**config.mk**
```make
export PLATFORM = sky130hd
export DESIGN_NAME = lif_step_scheduler
export DESIGN_NICKNAME = d
export VERILOG_FILES = /design/src/rtl/lif_step_scheduler.sv
export SDC_FILE = /design/constraint.sdc
export NUM_CORES = 1
export LEC_CHECK = 0
export ABC_AREA = 1
export CAP_MARGIN = 10
export CORE_MARGIN = 4
export CORE_UTILIZATION = 36
export DETAILED_ROUTE_END_ITERATION = 8
export SLEW_MARGIN = 20
export SYNTH_ARGS = -nofsm -noshare
export SYNTH_HDL_FRONTEND = slang
export SYNTH_SLANG_ARGS = --single-unit
```
**constraint.sdc**
```tcl
create_clock -name clk -period 3.8 [get_ports clk]
set_input_delay 0.95 -clock clk [delete_from_list [all_inputs] [get_ports clk]]
set_output_delay 0.95 -clock clk [all_outputs]
set_load 0.05 [all_outputs]
```
**src/rtl/lif_step_scheduler.sv**
```systemverilog
// lif_step_scheduler: one leaky-integrate-and-fire datapath shared across N_NEURONS, one neuron per FETCH/UPD pair
`timescale 1ns/1ps
module lif_step_scheduler #(
    parameter int N_NEURONS  = 4,
    parameter int WIDTH      = 8,
    parameter int LEAK_SHIFT = 1,
    parameter int REFRACT    = 2,
    localparam int IW = N_NEURONS > 1 ? $clog2(N_NEURONS) : 1,
    localparam int RW = REFRACT > 0 ? $clog2(REFRACT + 1) : 1
) (
    input  logic                 clk,
    input  logic                 rst_n,
    input  logic                 ena,
    input  logic                 tick,
    input  logic [WIDTH-1:0]     thresh,
    input  logic [WIDTH-1:0]     cur_in,
    output logic [IW-1:0]        cur_idx,
    output logic                 busy,
    output logic                 done,
    output logic [N_NEURONS-1:0] spikes,
    output logic [WIDTH-1:0]     mem_out
);
    typedef enum logic [1:0] {IDLE, FETCH, UPD, DONE} state_t;
    state_t state, state_nx;
    logic [WIDTH-1:0] v [N_NEURONS];
    logic [RW-1:0] r [N_NEURONS];
    logic [IW-1:0] idx;
    logic [WIDTH-1:0] thr, v_rd, s_sat, v_new;
    logic [RW-1:0] r_rd, r_new;
    logic [WIDTH:0] sum;
    logic [N_NEURONS-1:0] shadow;
    logic last, fire;
    assign cur_idx = idx;
    assign last = idx == IW'(N_NEURONS - 1);
    // state register; ena low freezes the walk
    always_ff @(posedge clk or negedge rst_n) begin
        if (!rst_n) state <= IDLE;
        else if (ena) state <= state_nx;
    end
    // next state: IDLE waits for tick, then FETCH/UPD per neuron, DONE publishes
    always_comb begin
        state_nx = state == IDLE  ? (tick ? FETCH : IDLE) :
                   state == FETCH ? UPD :
                   state == UPD   ? (last ? DONE : FETCH) : IDLE;
    end
    // outputs decoded from state alone
    always_comb begin
        busy = state != IDLE;
        done = state == DONE;
    end
    // leak, integrate with saturation, threshold and refractory decision
    always_comb begin
        sum   = {1'b0, v_rd} - {1'b0, v_rd >> LEAK_SHIFT} + {1'b0, cur_in};
        s_sat = sum[WIDTH] ? '1 : sum[WIDTH-1:0];
        fire  = r_rd == '0 && s_sat >= thr;
        v_new = (r_rd != '0 || fire) ? '0 : s_sat;
        r_new = r_rd != '0 ? r_rd - RW'(1) : fire ? RW'(REFRACT) : '0;
    end
    // register files, neuron walk index and published results
    always_ff @(posedge clk or negedge rst_n) begin
        if (!rst_n) begin
            idx     <= '0;
            thr     <= '0;
            v_rd    <= '0;
            r_rd    <= '0;
            shadow  <= '0;
            spikes  <= '0;
            mem_out <= '0;
            for (int i = 0; i < N_NEURONS; i++) begin
                v[i] <= '0;
                r[i] <= '0;
            end
        end else if (ena) begin
            case (state)
                IDLE: if (tick) begin
                    thr    <= thresh;
                    idx    <= '0;
                    shadow <= '0;
                end
                FETCH: begin
                    v_rd <= v[idx];
                    r_rd <= r[idx];
                end
                UPD: begin
                    v[idx]      <= v_new;
                    r[idx]      <= r_new;
                    mem_out     <= v_new;
                    shadow[idx] <= fire;
                    if (!last) idx <= idx + IW'(1);
                end
                default: spikes <= shadow;
            endcase
        end
    end
endmodule

```
==> flow_summary.ini, run 1 <==
[synth]
synth_ff_type = dfrtp_1
ys_warn_count = 0
synth_top_cell_by_area = dfrtp_1
ys_seq_area_share_pct = 43.1
synth-seq-cells = 78
synth.most_common_cell = nand2_1
synth_nets = 618
synth_cells = 569
syn_area_per_cell_um2 = 7.96
synthDistinctLibCells = 31
yosys-top-cells-area = dfrtp_1, nand2_1, inv_1
synth_enable_flop_cells = 0
syn_area_um2 = 4530
ys_top_cells_by_count = nand2_1, inv_1, dfrtp_1
synth_top_cell_area_share_pct = 43.1
synthArstFlopShare_pct = 100

[worst_hold_path]
worstHoldPathType = register to register

[global_routing]
grt-ovfl-total = 0
grt_antenna_before_repair = 0
grt_max_degree = 79
grt_pass1_vias = 4011
grt_pass1_wl_um = 20000
grt_usage_pct = 17.5

[floorplan]
die_h_um = 120
dieArea_um2 = 14400
die_x_um = 120
ios = 36
rows = 40
start_util_pct = 37.2
coreArea_um2 = 12200

[drt]
firstDrtPassIters = 5
first_iter_violations = 299
drc = 0
routedWlPerCell_um = 15.1
vias = 4029
route.final.wire_length_um = 12300
antenna_left = 0
via_per_inst = 4.94

[layout]
multi_input_area_um2 = 2480
nNetsFinal = 692
fillers = 1118
n_antenna_cell = 0
final_layout_size_suffix_gt1_share_pct = 25.3
register_area_um2 = 1950
syn_to_final_growth_pct = 36.0

[setup_path]
arrival_ns = 3.95
path_common_cell = nand2_4
critPathSlowestCell = fa_1
cp.required_ns = 4.08
crit_type = input pin to register
worstPathCellList = clkdlybuf4s15_1 > inv_1 > fa_1 > inv_2 > ha_4 > nand2_4 > inv_2 > a21oi_4 > buf_6 > nand3_4 > nand2_4 > nand2_4 > ha_4 > nand2_2 > inv_1 > nor2_1 > o21a_1 > nand2_2 > nor2_4 > buf_12 > buf_8 > buf_16 > nand3_1 > nand2_1
critPathMaxStageDelay_ns = 0.49
cp_max_fo = 7
cp-end-kind = register
crit_path_start_kind = input pin

[sta]
max-slew-margin-rel_pct = 51.4
fmax_mhz = 272
fin_crit_ns = 3.67
hold_viol_final = 0
worst_pin_slew_ns = 0.728
timing_max_transition_violations_final = 0
fin_skew_ns = 0.00619
setup_viol_count_final = 0
fin_crit_sh_pct = 96.7
hold-worst-slack_ns = 0.475

[place]
hpwl_um = 7770
port_buffers = 35
place.gp.congestion = 0.826

[clock_network]
clock_path_buffers = 2
cts_tree = yes
htreeDepth = 3
clk_pin_slew_ns = 0.06
clock_sinks = 78
cts_buffers = 9
cts-root-buf = clkbuf_16
clk_latency_ns = 0.34

[run_status]
status = completed

[run]
cap_violations = 0
[stage by stage]
step                area (µm²)  TNS (ns)  utilization [%]  setup slack (ns)  std cells
floorplan                 4530         0                -            0.0453        569
global placement          5210    -25.40             42.8            -0.548        780
detailed placement        5210    -28.29             42.8            -0.622        780
CTS                       6000         0             49.3            0.0832        808
global route              6160    -0.599             50.6           -0.0421        816
finish                    6160         0             50.6             0.125        816
[repair_timing]
item                                   CTS  global route
gates cloned                             4             0
pin swaps                               38            42
hold buffers                             0             0
buffers inserted                         8             8
setup endpoints to repair               48            48
endpoints found under the hold margin    0             0
gates resized for setup                 61            41
[placed cells by master (no fill, tap or decap), types with 3 or more instances in the layout]
| cell | n |
|---|---|
| nand2_1 | 159 |
| dfrtp_1 | 78 |
| inv_1 | 65 |
| o21ai_0 | 45 |
| nand3_1 | 36 |
| buf_4 | 35 |
| nor2_1 | 32 |
| clkdlybuf4s50_1 | 26 |
| inv_2 | 20 |
| nand2_2 | 15 |
| nand2_4 | 12 |
| ha_4 | 12 |
| nand3_2 | 11 |
| o22ai_1 | 10 |
| ha_1 | 9 |
| clkbuf_16 | 9 |
| nand3_4 | 8 |
| buf_6 | 7 |
| fa_1 | 5 |
| nor2_4 | 4 |
| a21oi_1 | 4 |
| buf_16 | 4 |
| mux2_2 | 3 |
| buf_12 | 3 |
[path summary, 6_finish.rpt]
check / start / to / slack [ns] / cells past startpoint
min: v[19] / v[19] / 0.47 / 2
max in group asynchronous: rst_n / thr[4] / 2.65 / 1
max reg2reg: v_rd[5] / v[5] / 0.39 / 23
min in group asynchronous: rst_n / r[4] / 0.64 / 1
max: cur_in[6] / v[5] / 0.13 / 24
min reg2reg: v[19] / v[19] / 0.47 / 2
[cells by family (layout without fill, tap and decap cells)]
logic type / Yosys count / count (layout) / share of synthesized area [%]
and+or+nand+nor: 285 / 285 / 29.2
buffers and inverters: 106 / 185 / 9.56
DFF: 78 / 78 / 43.1
AOI/OAI and AO/OA: 67 / 67 / 8.07
adders and majority gates: 29 / 29 / 9.17
muxes: 3 / 3 / 0.746
xor gates and xnor gates: 1 / 1 / 0.193
[layout make-up]
type                            instances  share of cell area, %
Multi-Input combinational cell        385                   40.3
Inverter                               85                   5.18
Clock buffer                           10                   3.88
Clock inverter                          6                   1.50
Sequential cell                        78                   31.7
Timing Repair Buffer                   84                   14.0
Tap cell                              168                   3.41
[state kept, by name, indices dropped and copies added, names as in the netlist]
signal / flops
v_rd: 8
mem_out: 8
cur_idx: 2
v: 32
r: 8
r_rd: 2
state: 2
spikes: 4
thr: 8
shadow: 4
[worst max-delay path: cells and delay by family]
family	cells	cell delay [ns]
buffers and inverters	9	0.83
AND/OR/NAND/NOR	10	0.83
adder cells (fa/ha/maj)	3	0.98
AO/OA/AOI/OAI	2	0.36
[routing by layer]
layer,part of all wire (%),vias to the layer above,GRT usage [%]
met1,45,1956,23.4
li1,-,1945,-
met3,4.3,16,2.73
met2,49,112,28.5
met4,1.9,0,6.80
met5,0,-,0
Power of run 1 is not shown: default switching activity piles up to over one toggle a cycle in this logic, so the estimate is an artifact.
==> run 2, diff against run 1 <==
--- a/config.mk
+++ b/config.mk
@@ -6,9 +6,9 @@
 export NUM_CORES = 1
 export LEC_CHECK = 0
 export ABC_AREA = 1
-export CAP_MARGIN = 10
+export CAP_MARGIN = 20
 export CORE_MARGIN = 4
-export CORE_UTILIZATION = 36
+export CORE_UTILIZATION = 35
 export DETAILED_ROUTE_END_ITERATION = 8
 export SLEW_MARGIN = 20
 export SYNTH_ARGS = -nofsm -noshare
==> flow_summary.ini, run 2 (synthesized netlist as in run 1, its figures left out) <==
[layout]
most-common-layout-cells = nand2_1, dfrtp_1, inv_1
final_layout_size_suffix_gt1_share_pct = 23.6
regMostFlops = v
final_common_cell = nand2_1
n_antenna_cell = 0
largest_register_ffs = 32
fillers = 1220
syn_to_final_growth_pct = 34.0
nNetsFinal = 688

[run]
cap_violations = 0

[sta]
setup_viol_count_final = 0
fmax_mhz = 271
hold-worst-slack_ns = 0.476
max-slew-margin-rel_pct = 51.9
hold_viol_final = 0
fin_crit_sh_pct = 97.0
fin_crit_ns = 3.68
timing_max_transition_violations_final = 0
fin_skew_ns = 0.00624
worst_pin_slew_ns = 0.721

[clock_network]
htreeDepth = 3
clk_pin_slew_ns = 0.06
ctsHoldBuffers = 0
clock_path_buffers = 2
cts-root-buf = clkbuf_16
cts_tree = yes
cts_buffers = 9
clock_sinks = 78
clk_latency_ns = 0.33

[floorplan]
coreArea_um2 = 12600
ios = 36
dieArea_um2 = 14800
start_util_pct = 35.9
rows = 41
die_x_um = 122
die_h_um = 122

[run_status]
status = completed

[setup_path]
crit_type = input pin to register
crit_path_start_kind = input pin
cp-end-kind = register
cp.required_ns = 4.07
cp_max_fo = 5
arrival_ns = 3.95

[global_routing]
grt_max_degree = 79
grt_pass1_vias = 4114
grt-ovfl-total = 0
grt_usage_pct = 17.8
grt_antenna_before_repair = 0
grt_pass1_wl_um = 20800

[drt]
via_per_inst = 4.94
routedWlPerCell_um = 15.4
first_iter_violations = 280
firstDrtPassIters = 7
vias = 4033
drc = 0
route.final.wire_length_um = 12500
antenna_left = 0

[place]
hpwl_um = 7700
place.gp.congestion = 0.796
port_buffers = 35

[worst_hold_path]
worstHoldPathType = register to register
==> run 2: worst paths after layout <==
path / startpoint / to / slack [ns] / cells after the start
setup / recovery: cur_in[7] / v[27] / 0.12 / 23
hold / removal: v[18] / v[18] / 0.48 / 2
setup reg to reg: v_rd[1] / v[27] / 0.47 / 23
hold reg to reg: v[18] / v[18] / 0.48 / 2
max in group asynchronous: rst_n / thr[5] / 2.65 / 1
min in group asynchronous: rst_n / r[3] / 0.66 / 1
==> run 2: layout make-up <==
type / instances / area (µm²) / area share (%)
inverters: 85 / 319 / 5.26
multi-input cells: 385 / 2460 / 40.6
clock inverters: 6 / 62.6 / 1.03
repair buffers: 80 / 826 / 13.6
well taps: 172 / 215 / 3.55
flip-flops and latches: 78 / 1950 / 32.2
clock buffers: 10 / 229 / 3.77
==> run 2: stage by stage <==
stage          utilization [%]  setup WS, ns  TNS, ns  cell area, µm²  std cells
2_1_floorplan                -        0.0453        0            4530        569
5_1_grt                   48.1      -0.00593  -0.0127            6070        816
4_1_cts                   47.3        0.0738        0            5970        812
3_5_place_dp              41.2        -0.617   -28.18            5200        782
3_3_place_gp              41.2        -0.572   -25.91            5200        782
6_report                  48.1         0.116        0            6070        816
==> run 2: worst max-delay path: stages <==
cell,delay (ns)
clkdlybuf4s50_1,0.45
inv_1,0.06
ha_4,0.26
inv_2,0.04
ha_4,0.25
nand2_4,0.08
inv_2,0.05
a21oi_4,0.22
buf_6,0.14
nand3_4,0.06
nand2_4,0.12
nand2_4,0.06
ha_4,0.21
nand2_2,0.05
inv_1,0.04
nor2_1,0.09
o21a_1,0.14
nand2_2,0.07
nor2_4,0.13
buf_12,0.16
clkbuf_16,0.15
nand3_1,0.08
nand2_1,0.09
==> run 2: repair_timing <==
item | 4_1_cts | 5_1_grt
resized for setup | 63 | 19
pin swaps | 47 | 25
endpoints found under the setup margin | 48 | 48
endpoints found under the hold margin | 0 | 0
setup buffers | 10 | 3
cloned | 4 | 2
==> run 2: per-layer routing <==
metal	track usage [%]	share of wire [%]	vias to the layer above	routed length, µm
met3	2.32	5.1	27	637
li1	-	-	1935	-
met4	6.30	2.8	0	356
met1	23.1	44	1934	5560
met5	0	0	-	0
met2	30.5	48	137	5980
Power of run 2 is left out for the same reason.
==> run 3, diff against run 2 <==
--- a/config.mk
+++ b/config.mk
@@ -6,7 +6,6 @@
 export NUM_CORES = 1
 export LEC_CHECK = 0
 export ABC_AREA = 1
-export CAP_MARGIN = 20
 export CORE_MARGIN = 4
 export CORE_UTILIZATION = 35
 export DETAILED_ROUTE_END_ITERATION = 8
==> results of run 3 <==
The final DEF is identical to that of run 2; final timing and power are the same.
Power of run 3 is left out for the same reason.
